$ cat config.mk
export PLATFORM = sky130hd
export DESIGN_NAME = nibble_serial_adder
export DESIGN_NICKNAME = d
export VERILOG_FILES = /design/src/rtl/nibble_serial_adder.sv
export SDC_FILE = /design/constraint.sdc
export NUM_CORES = 1
export LEC_CHECK = 0
export BUFFER_PORTS_ARGS = -buffer_cell sky130_fd_sc_hd__buf_2
export CAP_MARGIN = 20
export CORE_AREA = 2 2 91 93
export DETAILED_ROUTE_END_ITERATION = 6
export DIE_AREA = 0 0 93 95
export HOLD_SLACK_MARGIN = 0.06
export PLACE_DENSITY_LB_ADDON = 0.3
export SLEW_MARGIN = 20
export SYNTH_ARGS = -nofsm -noshare
export SYNTH_HDL_FRONTEND = slang
export SYNTH_SLANG_ARGS = --single-unit
$ cat constraint.sdc
create_clock -name clk -period 5.65 [get_ports clk]
set_clock_uncertainty 0.15 [all_clocks]
set_input_delay 0.8475 -clock clk [delete_from_list [all_inputs] [get_ports clk]]
set_output_delay 0.8475 -clock clk [all_outputs]
set_load 0.01 [all_outputs]
$ cat src/rtl/nibble_serial_adder.sv
// Nibble-serial adder: one 4-bit carry-lookahead slice adds one digit per cycle.
// The carry is registered between digits and the result is published at the last digit.

module cla4 (
  output logic [3:0] sum,
  output logic       carry,
  input  logic [3:0] A,
  input  logic [3:0] B,
  input  logic       cin
);

  logic [3:0] g;
  logic [3:0] p;
  logic [4:0] c;

  assign g = A & B;
  assign p = A ^ B;

  assign c[0] = cin;
  assign c[1] = g[0] | (p[0] & cin);
  assign c[2] = g[1] | (p[1] & g[0]) | (p[1] & p[0] & cin);
  assign c[3] = g[2] | (p[2] & g[1]) | (p[2] & p[1] & g[0]) | (p[2] & p[1] & p[0] & cin);
  assign c[4] = g[3] | (p[3] & g[2]) | (p[3] & p[2] & g[1]) | (p[3] & p[2] & p[1] & g[0])
              | (p[3] & p[2] & p[1] & p[0] & cin);

  assign sum   = p ^ c[3:0];
  assign carry = c[4];

endmodule

module nibble_serial_adder #(
  parameter int NIBBLES = 4
) (
  input  logic                 clk,
  input  logic                 rst_n,
  input  logic                 start,
  input  logic [4*NIBBLES-1:0] A,
  input  logic [4*NIBBLES-1:0] B,
  input  logic                 cin,
  output logic                 busy,
  output logic                 done,
  output logic [4*NIBBLES-1:0] sum,
  output logic                 carry
);

  localparam int W  = 4 * NIBBLES;
  localparam int IW = $clog2(NIBBLES);
  localparam logic [IW-1:0] LAST_IDX = IW'(NIBBLES - 1);

  typedef enum logic [1:0] {
    IDLE = 2'd0,
    RUN  = 2'd1,
    DONE = 2'd2
  } state_t;

  state_t          state;
  state_t          next_state;
  logic [W-1:0]    opa;
  logic [W-1:0]    opb;
  logic [W-1:0]    work;
  logic [W-1:0]    work_next;
  logic            cy;
  logic [IW-1:0]   idx;
  logic [3:0]      nib_a;
  logic [3:0]      nib_b;
  logic [3:0]      nib_sum;
  logic            nib_carry;
  logic            last;
  logic            capture;

  cla4 u_cla (
    .sum   (nib_sum),
    .carry (nib_carry),
    .A     (nib_a),
    .B     (nib_b),
    .cin   (cy)
  );

  // Operand digit select and working-result merge for the current index
  always_comb begin
    nib_a     = opa[{idx, 2'b00} +: 4];
    nib_b     = opb[{idx, 2'b00} +: 4];
    work_next = work;
    work_next[{idx, 2'b00} +: 4] = nib_sum;
    last      = (idx == LAST_IDX);
  end

  // Next-state logic; start is only honoured outside RUN
  always_comb begin
    next_state = state;
    capture    = 1'b0;
    case (state)
      IDLE: begin
        if (start) begin
          next_state = RUN;
          capture    = 1'b1;
        end else begin
          next_state = IDLE;
        end
      end
      RUN: begin
        if (last) begin
          next_state = DONE;
        end else begin
          next_state = RUN;
        end
      end
      DONE: begin
        if (start) begin
          next_state = RUN;
          capture    = 1'b1;
        end else begin
          next_state = IDLE;
        end
      end
      default: begin
        next_state = IDLE;
        capture    = 1'b0;
      end
    endcase
  end

  // State, datapath and registered status/result outputs
  always_ff @(posedge clk or negedge rst_n) begin
    if (!rst_n) begin
      state <= IDLE;
      busy  <= 1'b0;
      done  <= 1'b0;
      opa   <= {W{1'b0}};
      opb   <= {W{1'b0}};
      work  <= {W{1'b0}};
      cy    <= 1'b0;
      idx   <= {IW{1'b0}};
      sum   <= {W{1'b0}};
      carry <= 1'b0;
    end else begin
      state <= next_state;
      busy  <= (next_state == RUN);
      done  <= (next_state == DONE);
      if (capture) begin
        opa <= A;
        opb <= B;
        cy  <= cin;
        idx <= {IW{1'b0}};
      end else if (state == RUN) begin
        work <= work_next;
        cy   <= nib_carry;
        if (last) begin
          idx   <= {IW{1'b0}};
          sum   <= work_next;
          carry <= nib_carry;
        end else begin
          idx <= idx + 1'b1;
        end
      end
    end
  end

endmodule
== After elaboration in Yosys (flattened, before gate mapping) ==
Cells that the tools add are included.
Storage, ports and cells
  input port bits: 36
  register bits after elaboration: 72
  logic and storage cells: 67
Cells by class
  add/subtract/negate cells: 2
  equality and inequality tests: 5
  reductions and logical operators: 5
  shift-type cells: 4
  bitwise gates (word level): 30
  mux-type cells: 11
Operators with widths (number)
  $shiftx 16x5->4: 2
  $and 1x1->1: 16
  $bwmux 16: 1
  $shift 4x6->16 const A: 1
  $shiftx 4x6->16: 1
  $or 1x1->1: 10
  $mux 2: 4
  $xor 4x4->4: 2
  $eq 2x2->1 const B: 3
  $neg 4->6: 1
  $mux 1: 5
  $and 4x4->4: 1
  $eq 2x1->1 const B: 2
  $pmux 2 s2: 1
  $reduce_and 3->1: 1
  $add 2x1->2 const B: 1
  $logic_not 2->1: 1
  $reduce_and 2->1: 1
  $reduce_bool 2->1: 1
  $reduce_or 2->1: 1
  $not 1->1: 1

== Depth between registers and ports, before layout ==
Gate-level depths: netlist of run 1.
  word-level depth: 9
  mapped depth: 9
  mapped depth without buffers: 6

== Cells and area by module ==
Synthesis of run 1 repeated with hierarchy kept, for this count alone.
Unflattened totals
  cell total of the unflattened synthesis: 322
  area total of the unflattened synthesis: 3166.8 µm²
Modules (own cells, without submodules)
  nibble_serial_adder: cells an instance 305, area each 3019.1 µm², instances 1, sequential area each 1701.6 µm²
  cla4: cells an instance 17, area each 147.6 µm², instances 1, sequential area each 0.0 µm²

== Least setup slack after synthesis of run 1 ==
OpenSTA, ideal clock, no wires.
  path kind: reg-to-reg
  start point: register idx[0]
  end point: register work[10]
  path slack: 2.822 ns
  data arrival time: 2.557 ns
  cell stages (with the launch flop): 9
  path through: dfrtp_1 buf_4 buf_2 mux4_2 ha_1 a21o_1 a21oi_4 xnor2_1 a32o_1
On the way
  cells in the longest elaborated chain, start to end: 9
  elaborated cells between the ends (all ways): 24
  classes of those cells: 1 x add/sub; 4 x shift; 1 x mux; 18 x bitwise
RTL lines
  start, declared: line 63  | logic [IW-1:0] idx;
  start signal, assigned: line 133  | idx <= {IW{1'b0}};
  start signal, assigned: line 144  | idx <= {IW{1'b0}};
  start signal, assigned: line 149  | idx <= {IW{1'b0}};
  $shiftx 16x5->4 (on tied branches): line 81, 82
  $xor 4x4->4 or $and 4x4->4 (tied branches): line 17, 16
  $and 1x1->1: line 22  | assign c[3] = g[2] | (p[2] & g[1]) | (p[2] & p[1] & g[0]) | (p[2] & p[1] & p[0] & cin);
  $or 1x1->1 or $and 1x1->1 (tied branches) (2 in series): line 22
  $or 1x1->1: line 22
  $xor 4x4->4: line 26  | assign sum = p ^ c[3:0];
  $shiftx 4x6->16: line 84  | work_next[{idx, 2'b00} +: 4] = nib_sum;
  $bwmux 16 *: line 84
  end signal, assigned: line 131  | work <= {W{1'b0}};
  end signal, assigned: line 146  | work <= work_next;
  end, declared: line 60  | logic [W-1:0] work;
Mark *: on every way between the ends. The rest lies on a longest branch, timed or not.
A chain may end at the register's enable or synchronous reset.

== Worst setup path in the final report of run 1 ==
Same ends and word-level chain as after synthesis.

==> results of run 1 <==
[worst max-delay path by stage]
stage	depth (start not counted)	end
2_1_floorplan	8	work[10]
3_3_place_gp	6	work[11]
3_5_place_dp	6	work[10]
4_1_cts	6	work[10]
5_1_grt	6	work[7]
6_report	6	work[10]
[kinds of logic after synthesis]
logic type,Yosys count,share of synthesized area [%]
AOI/OAI and AO/OA,54,13.0
xor gates and xnor gates,4,1.23
adders and majority gates,12,4.54
buffers and inverters,27,3.42
DFF,72,51.9
muxes,45,17.0
and+or+nand+nor,55,8.90
[routing by layer]
metal | global-route usage [%] | vias to the layer above | part of all wire [%]
met4 | 6.25 | 0 | 1.6
met2 | 27.5 | 71 | 47
met3 | 3.83 | 11 | 5.2
met1 | 23.8 | 1150 | 47
li1 | - | 1105 | -
met5 | 0 | - | 0
[final cells by class]
cell class / instances / area [sq um] / share of cell area [%]
timing repair buffer: 57 / 293 / 7.20
tap: 105 / 131 / 3.23
inverter: 11 / 41.3 / 1.02
multi-input combinational: 170 / 1550 / 38.2
clock buffer: 11 / 141 / 3.48
sequential: 72 / 1800 / 44.3
clock inverter: 5 / 104 / 2.55
[sequential cells by signal (all words and copies together) (netlist names)]
signal,cells
idx,2
done,1
cy,1
opa,16
carry,1
busy,1
opb,16
work,16
state,2
sum,16
[power groups by stage]
stage	logic, W	clock network [W]	registers (W)
after floorplan	0.00121	0	0.000891
after global placement	0.00155	0	0.000931
after detailed placement	0.00158	0	0.000937
after CTS	0.00159	0.000503	0.000927
after global routing	0.00173	0.000523	0.000961
final	0.00157	0.000496	0.000924
[stage by stage]
stage,area [sq um],cells,hold slack (ps)
final,4070,431,340
after global routing,4070,431,356
after CTS,4070,431,342
after detailed placement,3820,415,323
after global placement,3820,415,312
after floorplan,3470,269,302
[worst max-delay path: stages (launching register included)]
cell and delay, ps:
dfrtp_1 990, mux4_2 670, ha_1 350, a21o_1 220, a21oi_4 290, xnor2_1 220, a32o_1 300
[placed cells by master, fill, tap and decap left out, types with 4 or more instances in the layout]
master    count
dfrtp_1      72
buf_2        54
nor2_1       21
mux2_2       18
mux2_1       15
a32o_1       12
ha_1         11
clkbuf_8     10
nand2_1       9
mux4_2        8
nand3_1       8
a221oi_1      8
inv_1         7
a21oi_1       7
o21bai_1      6
nand2b_1      5
o31ai_1       5
inv_2         4
nand4_1       4
mux2i_1       4
a311oi_1      4
a22o_1        4
==> summary.md, run 1 <==
| Metric | Value |
|---|---|
| # hold bufs at CTS | `0` |
| Arrival @ worst endpoint | `3400 ps` |
| Slew @ Worst Pin | `978 ps` |
| Min-delay worst type | `reg -> reg` |
| Root Buffer | `clkbuf_8` |
| Io pins | `55` |
| Final hold viol count | `0` |
| Number of gates resized after CTS | `0` |
| Routed vias/inst | `5.42` |
| DIE WIDTH | `93 um` |
| Async set-reset flop share out of synthesis | `100%` |
| Clock Tree Buf Depth | `2` |
| Critical Path RT | `5730 ps` |
| Synth cell count leaders | `72 x dfrtp_1, 21 x nor2_1, 18 x mux2_2` |
| CTS Buf Count | `9` |
| Hold Crit Endpoint | `opa[11]` |
| Clock sink total | `72` |
| PwrDens | `737 nW/um^2` |
| Seq pwr share | `30.9%` |
| FMAX | `0.301 GHz` |
| PortBufs | `54` |
| Setup bufs post-CTS | `0` |
| Crit share post-route | `58.8%` |
| Minimum clock period | `3320 ps` |
| TritonRoute pass-1 iters | `4` |
| Crit. End Element | `flip-flop` |
| Design Power | `0.00299 W` |
| Worst ir drop on vdd | `0.364 mV` |
| Vias | `2337` |
| Mapped Nets | `317` |
| H-Tree Depth | `3` |
| Worst r2r path cells | `6` |
| DIE AREA | `8840 sq um` |
| Yosys top cell by area | `dfrtp_1` |
| Maxcap violations | `0` |
| CP startpoint | `idx[0]` |
| Distinct cell type count after synthesis | `39` |
| DRC violation count after routing | `0` |
| Sequential area share after synthesis | `51.9%` |
| Worst hold path depth | `1` |
| RSZ-0062 raised after global routing | `no` |
| Comb pwr share | `52.6%` |
| Finished Core Util | `51.3%` |
| Syn_area_per_cell | `12.9 sq um` |
| Clock share of power | `16.6%` |
| Pleak | `1.80 nW` |
| Worst-skew pair later-pin latency | `350 ps` |
| Int Pwr | `0.00172 W` |
| Kind of critical path | `reg -> reg` |
| Crit start category | `flip-flop` |
| GRT overflow | `0` |
| Syn Inst Count | `269` |
| Mapped Area | `3470 sq um` |
| Run status | `complete, no violations` |
| Core area | `7930 sq um` |
| Ys flop type | `dfrtp_1` |
| First-pass GRT wire length | `11700 um` |
| Die Ht | `95 um` |
| Total negative slack | `0 ps` |
| Ranking of synthesized cells by area | `dfrtp_1 52%, mux2_2 5.8%, mux4_2 5.2%` |
| Setup slack on the worst flop-to-flop path | `2330 ps` |
| Yosys reg bits | `72` |
| Max FO, Critical Path | `19` |
| Number of synthesized flops with an enable pin | `0` |
| Layout cells sized above 1 | `34.0%` |
| Filler Cells Inserted | `744` |
| Rows | `33` |
| # diodes | `0` |
| GPL Wtd Cong | `0.813` |
| Reg2reg end | `work[10]` |
| Max Transition Viols Final | `0` |
| Detail Placement HPWL | `5100 um` |
| Vias in the first global route | `2301` |
| Initial antenna violation count | `0` |
| Worst slack, placed | `2330 ps` |
| Rel. slew slack | `34.8%` |
| First DRT Iteration DRCs | `106` |
| Nets@finish | `369` |
| Share of the synthesized area in the top cell type | `51.9%` |
| DRT Wirelength | `7100 um` |
| Most frequent cell after synthesis | `dfrtp_1` |
| Hold path start | `opa[11]` |
| Total track usage | `17.4%` |
| Routed Antenna Nets | `0` |
| P&R area growth vs syn | `17.1%` |
| CTS clk-pin slew, worst paths | `80 ps` |
| Synthesis Warnings | `0` |
| Post-route setup slack | `2330 ps` |
| Psw | `0.00128 W` |
| Starting density of the core | `43.8%` |
| R2r startpoint | `idx[0]` |
| Setup Viol. Count Final | `0` |
| Switch share | `42.7%` |
| CTS tree | `done` |
| Routed WL per cell | `16.5 um` |
| Pin count of the biggest net entering global routing | `73` |
(Power assumes the default switching activity.)
==> run 2, diff against run 1 <==
clock period = 2.8 ns   (was 5.65 ns; I/O delays follow)
==> run 2 against run 1 <==
Final cell count increased by 1.4%; clock-buffer cell count increased by 1; wire length increased by 2.3%; global-route usage increased by 0.89 points; sequential cell count unchanged; cell area increased by 2.1%; critical endpoint unchanged; largest cell class unchanged.
==> summary.md, run 2 (same netlist as run 1, synthesis figures left out) <==
| Metric | Value |
|---|---|
| GPL Wtd Cong | `0.823` |
| CTS clk-pin slew, worst paths | `80 ps` |
| Setup Viol. Count Final | `0` |
| Root Buffer | `clkbuf_8` |
| H-Tree Depth | `3` |
| Core area | `7930 sq um` |
| Routed WL per cell | `16.6 um` |
| Commonest cells after routing, fill and taps aside | `71 x dfrtp_1, 54 x buf_2, 21 x nor2_1` |
| Seq pwr share | `29.6%` |
| Initial antenna violation count | `0` |
| Min-delay worst type | `in -> reg` |
| Detail Placement HPWL | `5310 um` |
| Slew @ Worst Pin | `723 ps` |
| Die Ht | `95 um` |
| First DRT Iteration DRCs | `125` |
| Total track usage | `18.3%` |
| Layout cells sized above 1 | `36.4%` |
| Filler Cells Inserted | `729` |
| Int Pwr | `0.00357 W` |
| CTS Buf Count | `9` |
| TritonRoute pass-1 iters | `4` |
| Clock share of power | `15.8%` |
| Critical path's slowest cell | `mux4_2` |
| Nets@finish | `375` |
| Pleak | `1.83 nW` |
| CP max stage delay | `580 ps` |
| Psw | `0.00258 W` |
| Minimum clock period | `2570 ps` |
| Worst ir drop on vdd | `0.626 mV` |
| Clock sink total | `72` |
| FMAX | `0.389 GHz` |
| Crit. End Element | `flip-flop` |
| DRC violation count after routing | `0` |
| Routed vias/inst | `5.35` |
| Max Transition Viols Final | `0` |
| GRT overflow | `0` |
| # diodes | `0` |
| Area of the multi-input gates | `1570 sq um` |
| Worst path cell trace | `mux4_2, ha_1, a21o_1, a21oi_4, xnor2_1, a32o_1` |
| Setup bufs post-CTS | `0` |
| Io pins | `55` |
| PwrDens | `1480 nW/um^2` |
| Final hold viol count | `0` |
| Register Area | `1800 sq um` |
| CTS tree | `done` |
| Switch share | `42.0%` |
| Crit-path leading delay family | `compound AO/OA/AOI/OAI gates` |
| Vias | `2336` |
| Vias in the first global route | `2438` |
| RSZ-0062 raised after global routing | `no` |
| Run status | `complete, no violations` |
| Routed Antenna Nets | `0` |
| Bufs and invs on worst path | `0` |
| Total negative slack | `0 ps` |
| Arrival @ worst endpoint | `2670 ps` |
| Design Power | `0.00614 W` |
| First-pass GRT wire length | `12300 um` |
| Crit share post-route | `91.8%` |
| Maxcap violations | `0` |
| Kind of critical path | `reg -> reg` |
| Clock Tree Buf Depth | `2` |
| Starting density of the core | `43.8%` |
| Critical Path RT | `2900 ps` |
| Rel. slew slack | `51.8%` |
| DRT Wirelength | `7270 um` |
| DIE WIDTH | `93 um` |
| P&R area growth vs syn | `19.6%` |
| Worst-skew pair later-pin latency | `360 ps` |
| Rows | `33` |
| Pin count of the biggest net entering global routing | `43` |
| Commonest non-fill, non-tap cell in the layout | `dfrtp_1` |
| PortBufs | `54` |
| Crit start category | `flip-flop` |
| DIE AREA | `8840 sq um` |
| Max FO, Critical Path | `5` |
| Comb pwr share | `54.7%` |
==> run 2: cell count changes in the layout (fill, tap and decap cells not counted), sizes merged <==
cell	delta
clkinvlp	+2
clkbuf	+1
clkinv	-2
bufinv	-1
buf	+5
dlygate4sd3	+1
==> run 2: repair_timing <==
item / in CTS / in global routing
hold endpoints to repair: 30 / 0
hold buffers: 1 / 0
resized for setup: 0 / 4
setup endpoints to repair: 0 / 12
==> run 2: final timing paths <==
path / start / end / slack [ps] / depth (start not counted)
worst min-delay path: A[11] / opa[11] / 120 / 2
worst max-delay path: idx[0] / work[10] / 230 / 6
min in group asynchronous: rst_n / sum[0] / 500 / 2
max in group asynchronous: rst_n / idx[0] / 1320 / 3
worst min register to register: opa[11] / opa[11] / 340 / 1
worst max register to register: idx[0] / work[10] / 230 / 6
==> run 2: power groups by stage <==
stage / clock network (W) / logic [W] / registers (W)
global route: 0.00103 / 0.00370 / 0.00189
global placement: 0 / 0.00322 / 0.00184
floorplan: 0 / 0.00244 / 0.00180
CTS: 0.000985 / 0.00329 / 0.00182
detailed placement: 0 / 0.00328 / 0.00184
finish: 0.000968 / 0.00336 / 0.00182
==> run 2: final cells by class <==
cell class / instances / share of cell area [%]
inverters: 11 / 0.994
repair buffers: 63 / 8.80
multi-input cells: 170 / 37.8
flip-flops and latches: 72 / 43.4
well taps: 105 / 3.16
clock inverters: 4 / 1.81
clock buffers: 12 / 3.98
==> run 2: worst register-to-register path: stages, from the launching register on <==
cell and delay (ps):
dfrtp_2 430, mux4_2 580, ha_1 360, a21o_1 220, a21oi_4 260, xnor2_1 180
a32o_1 290
==> run 2: stage by stage <==
stage	area [sq um]	setup slack [ps]	util, %	instances	hold WS (ps)
global route	4150	87.8	52.4	437	126
CTS	4130	53.5	52.1	437	122
floorplan	3470	45.0	-	269	-25.6
detailed placement	3880	71.3	49.0	420	324
global placement	3880	98.2	49.0	420	318
finish	4150	229	52.4	437	124
==> run 2: metal layers <==
metal,vias to the layer above,routed length [um],global-route usage (%)
li1,1116,-,-
met4,0,97,8.21
met5,-,0,0
met3,10,444,4.71
met1,1140,3300,23.2
met2,70,3430,29.7
